--- src/rtl/instr_prefetch_queue.sv ---
// -----------------------------------------------------------------------------
// instr_prefetch_queue
//
// Instruction-fetch front end that sits ahead of the IF/ID register. It walks
// sequential word addresses on an instruction memory with variable ack
// latency, buffers returned words together with their PCs in a DEPTH-entry
// FIFO and presents the head entry to the core. A taken branch/jump
// (redirect) flushes the queue and restarts fetching at the target.
//
// All state updates on the falling edge of CLK, the same edge as the core's
// pipeline registers. Rst is synchronous and active-high.
//
// Ports
//   CLK            clock (falling-edge active)
//   Rst            synchronous reset, active-high
//   startPC        fetch PC loaded while Rst=1
//   imem_req       fetch request to instruction memory
//   imem_addr      request address, held while a request is outstanding
//   imem_ack       memory returns imem_data this cycle
//   imem_data      fetched instruction word
//   inst_valid     head entry present
//   inst_data      head instruction
//   inst_pc        head instruction address
//   inst_pc_plus4  inst_pc + 4
//   inst_take      core consumes the head (IF_write)
//   redirect       taken branch/jump: flush and refetch
//   redirect_pc    redirect target
//   count          occupied queue entries
// -----------------------------------------------------------------------------
module instr_prefetch_queue #(
  parameter int DEPTH  = 4,
  parameter int DATA_W = 32,
  parameter int ADDR_W = 32
) (
  input  logic                       CLK,
  input  logic                       Rst,
  input  logic [ADDR_W-1:0]          startPC,
  output logic                       imem_req,
  output logic [ADDR_W-1:0]          imem_addr,
  input  logic                       imem_ack,
  input  logic [DATA_W-1:0]          imem_data,
  output logic                       inst_valid,
  output logic [DATA_W-1:0]          inst_data,
  output logic [ADDR_W-1:0]          inst_pc,
  output logic [ADDR_W-1:0]          inst_pc_plus4,
  input  logic                       inst_take,
  input  logic                       redirect,
  input  logic [ADDR_W-1:0]          redirect_pc,
  output logic [$clog2(DEPTH+1)-1:0] count
);

  localparam int PTR_W = $clog2(DEPTH);
  localparam int CNT_W = $clog2(DEPTH + 1);

  localparam logic [CNT_W-1:0]  CNT_ZERO = CNT_W'(0);
  localparam logic [CNT_W-1:0]  CNT_ONE  = CNT_W'(1);
  localparam logic [CNT_W-1:0]  CNT_FULL = CNT_W'(DEPTH);
  localparam logic [PTR_W-1:0]  PTR_ZERO = PTR_W'(0);
  localparam logic [PTR_W-1:0]  PTR_ONE  = PTR_W'(1);
  localparam logic [ADDR_W-1:0] PC_STEP  = ADDR_W'(4);

  // FETCH: normal sequential fetching.
  // DISCARD: a redirect arrived while a request was outstanding; the request
  // must complete at its original address and its data is thrown away.
  localparam logic [0:0] ST_FETCH   = 1'b0;
  localparam logic [0:0] ST_DISCARD = 1'b1;

  logic [0:0]        state_r;
  logic [ADDR_W-1:0] fetch_pc_r;
  logic [ADDR_W-1:0] target_r;
  logic              req_r;
  logic [PTR_W-1:0]  rd_ptr_r;
  logic [PTR_W-1:0]  wr_ptr_r;
  logic [CNT_W-1:0]  count_r;
  logic              inst_valid_r;
  logic [DATA_W-1:0] inst_data_r;
  logic [ADDR_W-1:0] inst_pc_r;
  logic [ADDR_W-1:0] inst_pc_plus4_r;

  logic [DATA_W-1:0] data_q_r [DEPTH];
  logic [ADDR_W-1:0] pc_q_r   [DEPTH];

  logic              ack_s;
  logic              pop_s;
  logic              push_s;
  logic [PTR_W-1:0]  rd_nxt_s;
  logic [PTR_W-1:0]  wr_nxt_s;
  logic [CNT_W-1:0]  count_nxt_s;
  logic              head_src_in_s;
  logic [DATA_W-1:0] head_data_nxt_s;
  logic [ADDR_W-1:0] head_pc_nxt_s;

  assign imem_req      = req_r;
  assign imem_addr     = fetch_pc_r;
  assign inst_valid    = inst_valid_r;
  assign inst_data     = inst_data_r;
  assign inst_pc       = inst_pc_r;
  assign inst_pc_plus4 = inst_pc_plus4_r;
  assign count         = count_r;

  // Queue control: push/pop qualification, next pointers/occupancy, next head.
  always_comb begin
    // An ack only counts against a request we actually issued.
    ack_s    = imem_ack & req_r;
    pop_s    = inst_take & (count_r != CNT_ZERO) & ~redirect & ~Rst;
    push_s   = ack_s & (state_r == ST_FETCH) & ~redirect & ~Rst;
    rd_nxt_s = pop_s  ? (rd_ptr_r + PTR_ONE) : rd_ptr_r;
    wr_nxt_s = push_s ? (wr_ptr_r + PTR_ONE) : wr_ptr_r;

    if (push_s && !pop_s) begin
      count_nxt_s = count_r + CNT_ONE;
    end else if (pop_s && !push_s) begin
      count_nxt_s = count_r - CNT_ONE;
    end else begin
      count_nxt_s = count_r;
    end

    // The incoming word becomes the head when nothing older survives this
    // edge; otherwise the head is the stored entry at the next read pointer.
    head_src_in_s   = push_s & (count_r == (pop_s ? CNT_ONE : CNT_ZERO));
    head_data_nxt_s = head_src_in_s ? imem_data  : data_q_r[rd_nxt_s];
    head_pc_nxt_s   = head_src_in_s ? fetch_pc_r : pc_q_r[rd_nxt_s];
  end

  // Queue storage: word and PC written at the write pointer on a push.
  always_ff @(negedge CLK) begin
    if (push_s) begin
      data_q_r[wr_ptr_r] <= imem_data;
      pc_q_r[wr_ptr_r]   <= fetch_pc_r;
    end
  end

  // Fetch state machine, queue pointers and registered head outputs.
  always_ff @(negedge CLK) begin
    if (Rst) begin
      state_r         <= ST_FETCH;
      fetch_pc_r      <= startPC;
      target_r        <= {ADDR_W{1'b0}};
      req_r           <= 1'b0;
      rd_ptr_r        <= PTR_ZERO;
      wr_ptr_r        <= PTR_ZERO;
      count_r         <= CNT_ZERO;
      inst_valid_r    <= 1'b0;
      inst_data_r     <= {DATA_W{1'b0}};
      inst_pc_r       <= {ADDR_W{1'b0}};
      inst_pc_plus4_r <= {ADDR_W{1'b0}};
    end else if (redirect) begin
      rd_ptr_r     <= PTR_ZERO;
      wr_ptr_r     <= PTR_ZERO;
      count_r      <= CNT_ZERO;
      inst_valid_r <= 1'b0;
      req_r        <= 1'b1;
      if (!req_r || imem_ack) begin
        // Nothing left in flight: restart immediately at the target.
        fetch_pc_r <= redirect_pc;
        state_r    <= ST_FETCH;
      end else begin
        // Request still in flight: finish it at the old address first.
        target_r <= redirect_pc;
        state_r  <= ST_DISCARD;
      end
    end else begin
      rd_ptr_r     <= rd_nxt_s;
      wr_ptr_r     <= wr_nxt_s;
      count_r      <= count_nxt_s;
      inst_valid_r <= (count_nxt_s != CNT_ZERO);
      // Request whenever the queue will have room after this edge.
      req_r        <= (count_nxt_s < CNT_FULL);
      if (count_nxt_s != CNT_ZERO) begin
        inst_data_r     <= head_data_nxt_s;
        inst_pc_r       <= head_pc_nxt_s;
        inst_pc_plus4_r <= head_pc_nxt_s + PC_STEP;
      end
      case (state_r)
        ST_FETCH: begin
          if (push_s) begin
            fetch_pc_r <= fetch_pc_r + PC_STEP;
          end
        end
        ST_DISCARD: begin
          if (ack_s) begin
            fetch_pc_r <= target_r;
            state_r    <= ST_FETCH;
          end
        end
        default: begin
          state_r <= ST_FETCH;
        end
      endcase
    end
  end

endmodule

--- config.mk ---
export PLATFORM = sky130hd
export DESIGN_NAME = instr_prefetch_queue
export DESIGN_NICKNAME = d
export VERILOG_FILES = /design/src/rtl/instr_prefetch_queue.sv
export SDC_FILE = /design/constraint.sdc
export NUM_CORES = 1
export LEC_CHECK = 0
export ABC_AREA = 1
export CAP_MARGIN = 20
export CORE_MARGIN = 4
export CORE_UTILIZATION = 31
export DETAILED_ROUTE_END_ITERATION = 10
export SLEW_MARGIN = 15
export SYNTH_ARGS = -nofsm -noshare
export SYNTH_HDL_FRONTEND = slang
export SYNTH_SLANG_ARGS = --single-unit
--- constraint.sdc ---
create_clock -name CLK -period 10.5 [get_ports CLK]
set_input_delay 2.1 -clock CLK [delete_from_list [all_inputs] [get_ports CLK]]
set_output_delay 2.1 -clock CLK [all_outputs]
set_load 0.01 [all_outputs]
==> flow_summary.json, run 1 <==
{
  "status": "finished, final reports clean",
  "die_h_um": 253,
  "cts_resized": 0,
  "row_count": 89,
  "grt_max_degree": 80,
  "insertion_delay_ps": 640,
  "drive_above_1_share_pct": 7.26,
  "cts_sinks": 424,
  "ios": 234,
  "required_ps": 5760,
  "grt_usage_pct": 18.0,
  "routed.top_layer": "met4",
  "dp_hpwl_mm": 36.9,
  "root_buffer": "clkbuf_16",
  "p_leak_nw": 11.1,
  "synthArstFlopShare_pct": 0,
  "switchingPower_w": 0.00137,
  "ys_types": 47,
  "synth-simple-area-share_pct": 19.4,
  "via_count": 16600,
  "fin_skew_ps": 25.9,
  "cp_common_cell": "nand2_1",
  "hp-class": "flip-flop to flip-flop",
  "netlist_area_um2": 18500,
  "ir_drop_mv": 0.110,
  "cts_tree": "built",
  "design.die.area_um2": 63800,
  "path_max_fanout": 47,
  "cts-buffers-inserted": 49,
  "final_nets": 2674,
  "ant_nets": 0,
  "synthAdderAreaFrac_pct": 0.608,
  "p_int_w": 0.00348,
  "critPathSlowestCell": "clkdlybuf4s50_1",
  "antenna_cells": 0,
  "seq_area_frac_synth_pct": 61.4,
  "finalSetupViolations": 0,
  "postCtsSetupBuffers": 0,
  "area_delta_synth_final_pct": 36.4,
  "route.met3.wl_mm": 5.29,
  "drtIter0Drc": 1206,
  "clk_pin_slew_ps": 30,
  "synthXorXnorAreaFrac_pct": 1.36,
  "routed_via_density": 4.93,
  "slew_headroom_pct": 50.1,
  "synth_mux_area_share_pct": 0,
  "synth-seq-cells": 424,
  "synth.avg_cell_area_um2": 9.63,
  "tns_ps": 0,
  "synth.most_common_cell": "nand2_1",
  "power_density_nw_per_um2": 192,
  "critPathCaptureType": "flip-flop",
  "grt_pass1_vias": 17100,
  "start_util_pct": 31.3,
  "rsz0062_at_grt": "no",
  "worst_hold_slack_ps": 470,
  "synth_ff_type": "edfxtp_1",
  "worstPathCellList": "clkdlybuf4s50_1 > nor2_4 > nand4_2 > nand2_4 > buf_12 > nand2_1 > nand3_1 > nand3_1 > nand2_1 > nand2_1 > nor2_4 > inv_1 > nor2_2 > nand3_1 > nand2_1 > nand3_1 > nand2_1 > inv_1",
  "overflow": 0,
  "criticalPathCategory": "input port to flip-flop",
  "worstPathArrival_ps": 5040,
  "yosys.area.top_type": "edfxtp_1",
  "ys_top_cells_by_count": "nand2_1 (380), edfxtp_1 (288), nor2_1 (219), o21ai_0 (203), nand3_1 (164)",
  "finalMaxSlewViolations": 0,
  "core_um2": 59100,
  "combinationalPowerShare_pct": 6.8,
  "finalWirelength_mm": 59.2,
  "grt_pass1_wl_mm": 90.1,
  "postCtsHoldBufs": 0,
  "pwr-share-clk_pct": 53.4,
  "syn-num-nets": 2035,
  "met2_length_mm": 28.0,
  "max_stage_delay_ps": 540,
  "finalPower_w": 0.00485,
  "drt-pass1-iter-count": 5,
  "antenna_found_initial": 0,
  "wl_met1_mm": 24.7,
  "yosysTopAreaCellShare_pct": 46.7,
  "dieWidth_um": 253,
  "synth_edf_count": 288,
  "htreeDepth": 2,
  "hold_violations": 0,
  "drv_cap": 0,
  "ys_warn_count": 0,
  "port-buffer-count": 233,
  "gp_congestion": 0.956,
  "critPathLaunchType": "input port",
  "wl_per_cell_um": 17.5,
  "synthCells": 1925,
  "netSwitchingFraction_pct": 28.3,
  "tightest_slew_ps": 749,
  "synth_area_leaders": "edfxtp_1 (47%), dfxtp_1 (15%), nand2_1 (7.7%)",
  "p_seq_share_pct": 39.8,
  "ctsLongestPathBuffers": 3,
  "synth_top_family_by_area": "simple AND/OR/NAND/NOR gates",
  "drc": 0,
  "synth_compound_area_share_pct": 11.8
}
-- worst max-delay path, delay by kind of cell --
| family | cells | cell delay, ps |
|---|---|---|
| buf+inv | 4 | 920 |
| simple gates | 14 | 2000 |
-- layout by cell type (no fill, tap or decap), types with 6 or more instances in the layout --
cell	instances
nor2_1	213
nand2_1	378
edfxtp_1	288
nand2_2	7
clkinvlp_2	10
o22ai_1	36
nor2_2	11
buf_4	35
nor3_1	9
ha_1	9
o2111ai_1	8
bufinv_16	15
a31oi_1	22
nor2_4	7
nand4_1	20
inv_2	6
nand3_1	164
buf_12	11
xor2_1	25
clkdlybuf4s50_1	232
dfxtp_1	136
a221oi_1	14
inv_1	543
clkbuf_16	51
o21ai_0	203
o21ai_1	6
a21oi_1	91
-- metrics by stage --
step / cells / instance area (um2) / util (%) / setup WS [ps]
finish: 3377 / 25300 / 42.7 / 723
global route: 3377 / 25300 / 42.7 / 498
global placement: 2863 / 21800 / 36.9 / 144
floorplan: 1925 / 18500 / - / -708
CTS: 3377 / 25300 / 42.7 / 772
detailed placement: 2863 / 21800 / 36.9 / 140
-- registers in the layout, summed over array words and instances, names as in the netlist --
signal	flops
data_q_r	128
inst_valid	1
pc_q_r	128
rd_ptr_r	2
target_r	32
inst_data	32
wr_ptr_r	2
inst_pc	32
state_r	1
imem_req	1
count	3
inst_pc_plus4	30
imem_addr	32
-- power groups by stage --
stage | clock network (W) | logic (W) | registers, W
after floorplan | 0.000241 | 0.000136 | 0.00194
after global placement | 0.000241 | 0.000327 | 0.00195
after detailed placement | 0.000241 | 0.000330 | 0.00195
after CTS | 0.00267 | 0.000332 | 0.00193
after global routing | 0.00289 | 0.000360 | 0.00194
final | 0.00259 | 0.000330 | 0.00193
-- final timing paths --
| path | start | to | slack [ps] | cells after the start |
|---|---|---|---|---|
| worst max-delay path | redirect | inst_pc_plus4[25] | 720 | 18 |
| worst min-delay path | inst_pc[22] | inst_pc[22] | 470 | 2 |
| worst max register to register | imem_addr[3] | imem_addr[26] | 7250 | 12 |
| worst min register to register | inst_pc[22] | inst_pc[22] | 470 | 2 |
-- area by class of cell --
type / count / area [um2]
clock buffer: 51 / 1280
clock inverter: 464 / 2190
fill: 5748 / 33900
inverter: 123 / 467
multi-input combinational: 1263 / 6190
sequential: 424 / 11400
tap: 773 / 967
timing repair buffer: 279 / 2810
-- kinds of logic (layout without fill, tap and decap cells) --
kind of cell | after synthesis | in the layout
buffers and inverters | 238 | 917
adders and majority gates | 9 | 9
and+or+nand+nor | 831 | 831
DFF | 424 | 424
xor gates and xnor gates | 28 | 28
AOI/OAI and AO/OA | 395 | 395
-- routing by layer --
layer | global-route usage (%) | vias to the layer above
met3 | 7.14 | 90
met4 | 7.46 | 0
met5 | 0 | -
met1 | 21.7 | 7921
li1 | - | 7943
met2 | 29.0 | 687
Power figures use the tool's default switching activity.
==> run 2, diff against run 1 <==
Settings changed: TNS_END_PERCENT set to 5.
==> results of run 2 <==
Final layout, timing and power as in run 1 (identical DEF).
==> run 3, diff against run 2 <==
Settings changed: SLEW_MARGIN 15 to 0.
==> results of run 3 <==
Final layout, timing and power as in run 1 (identical DEF).
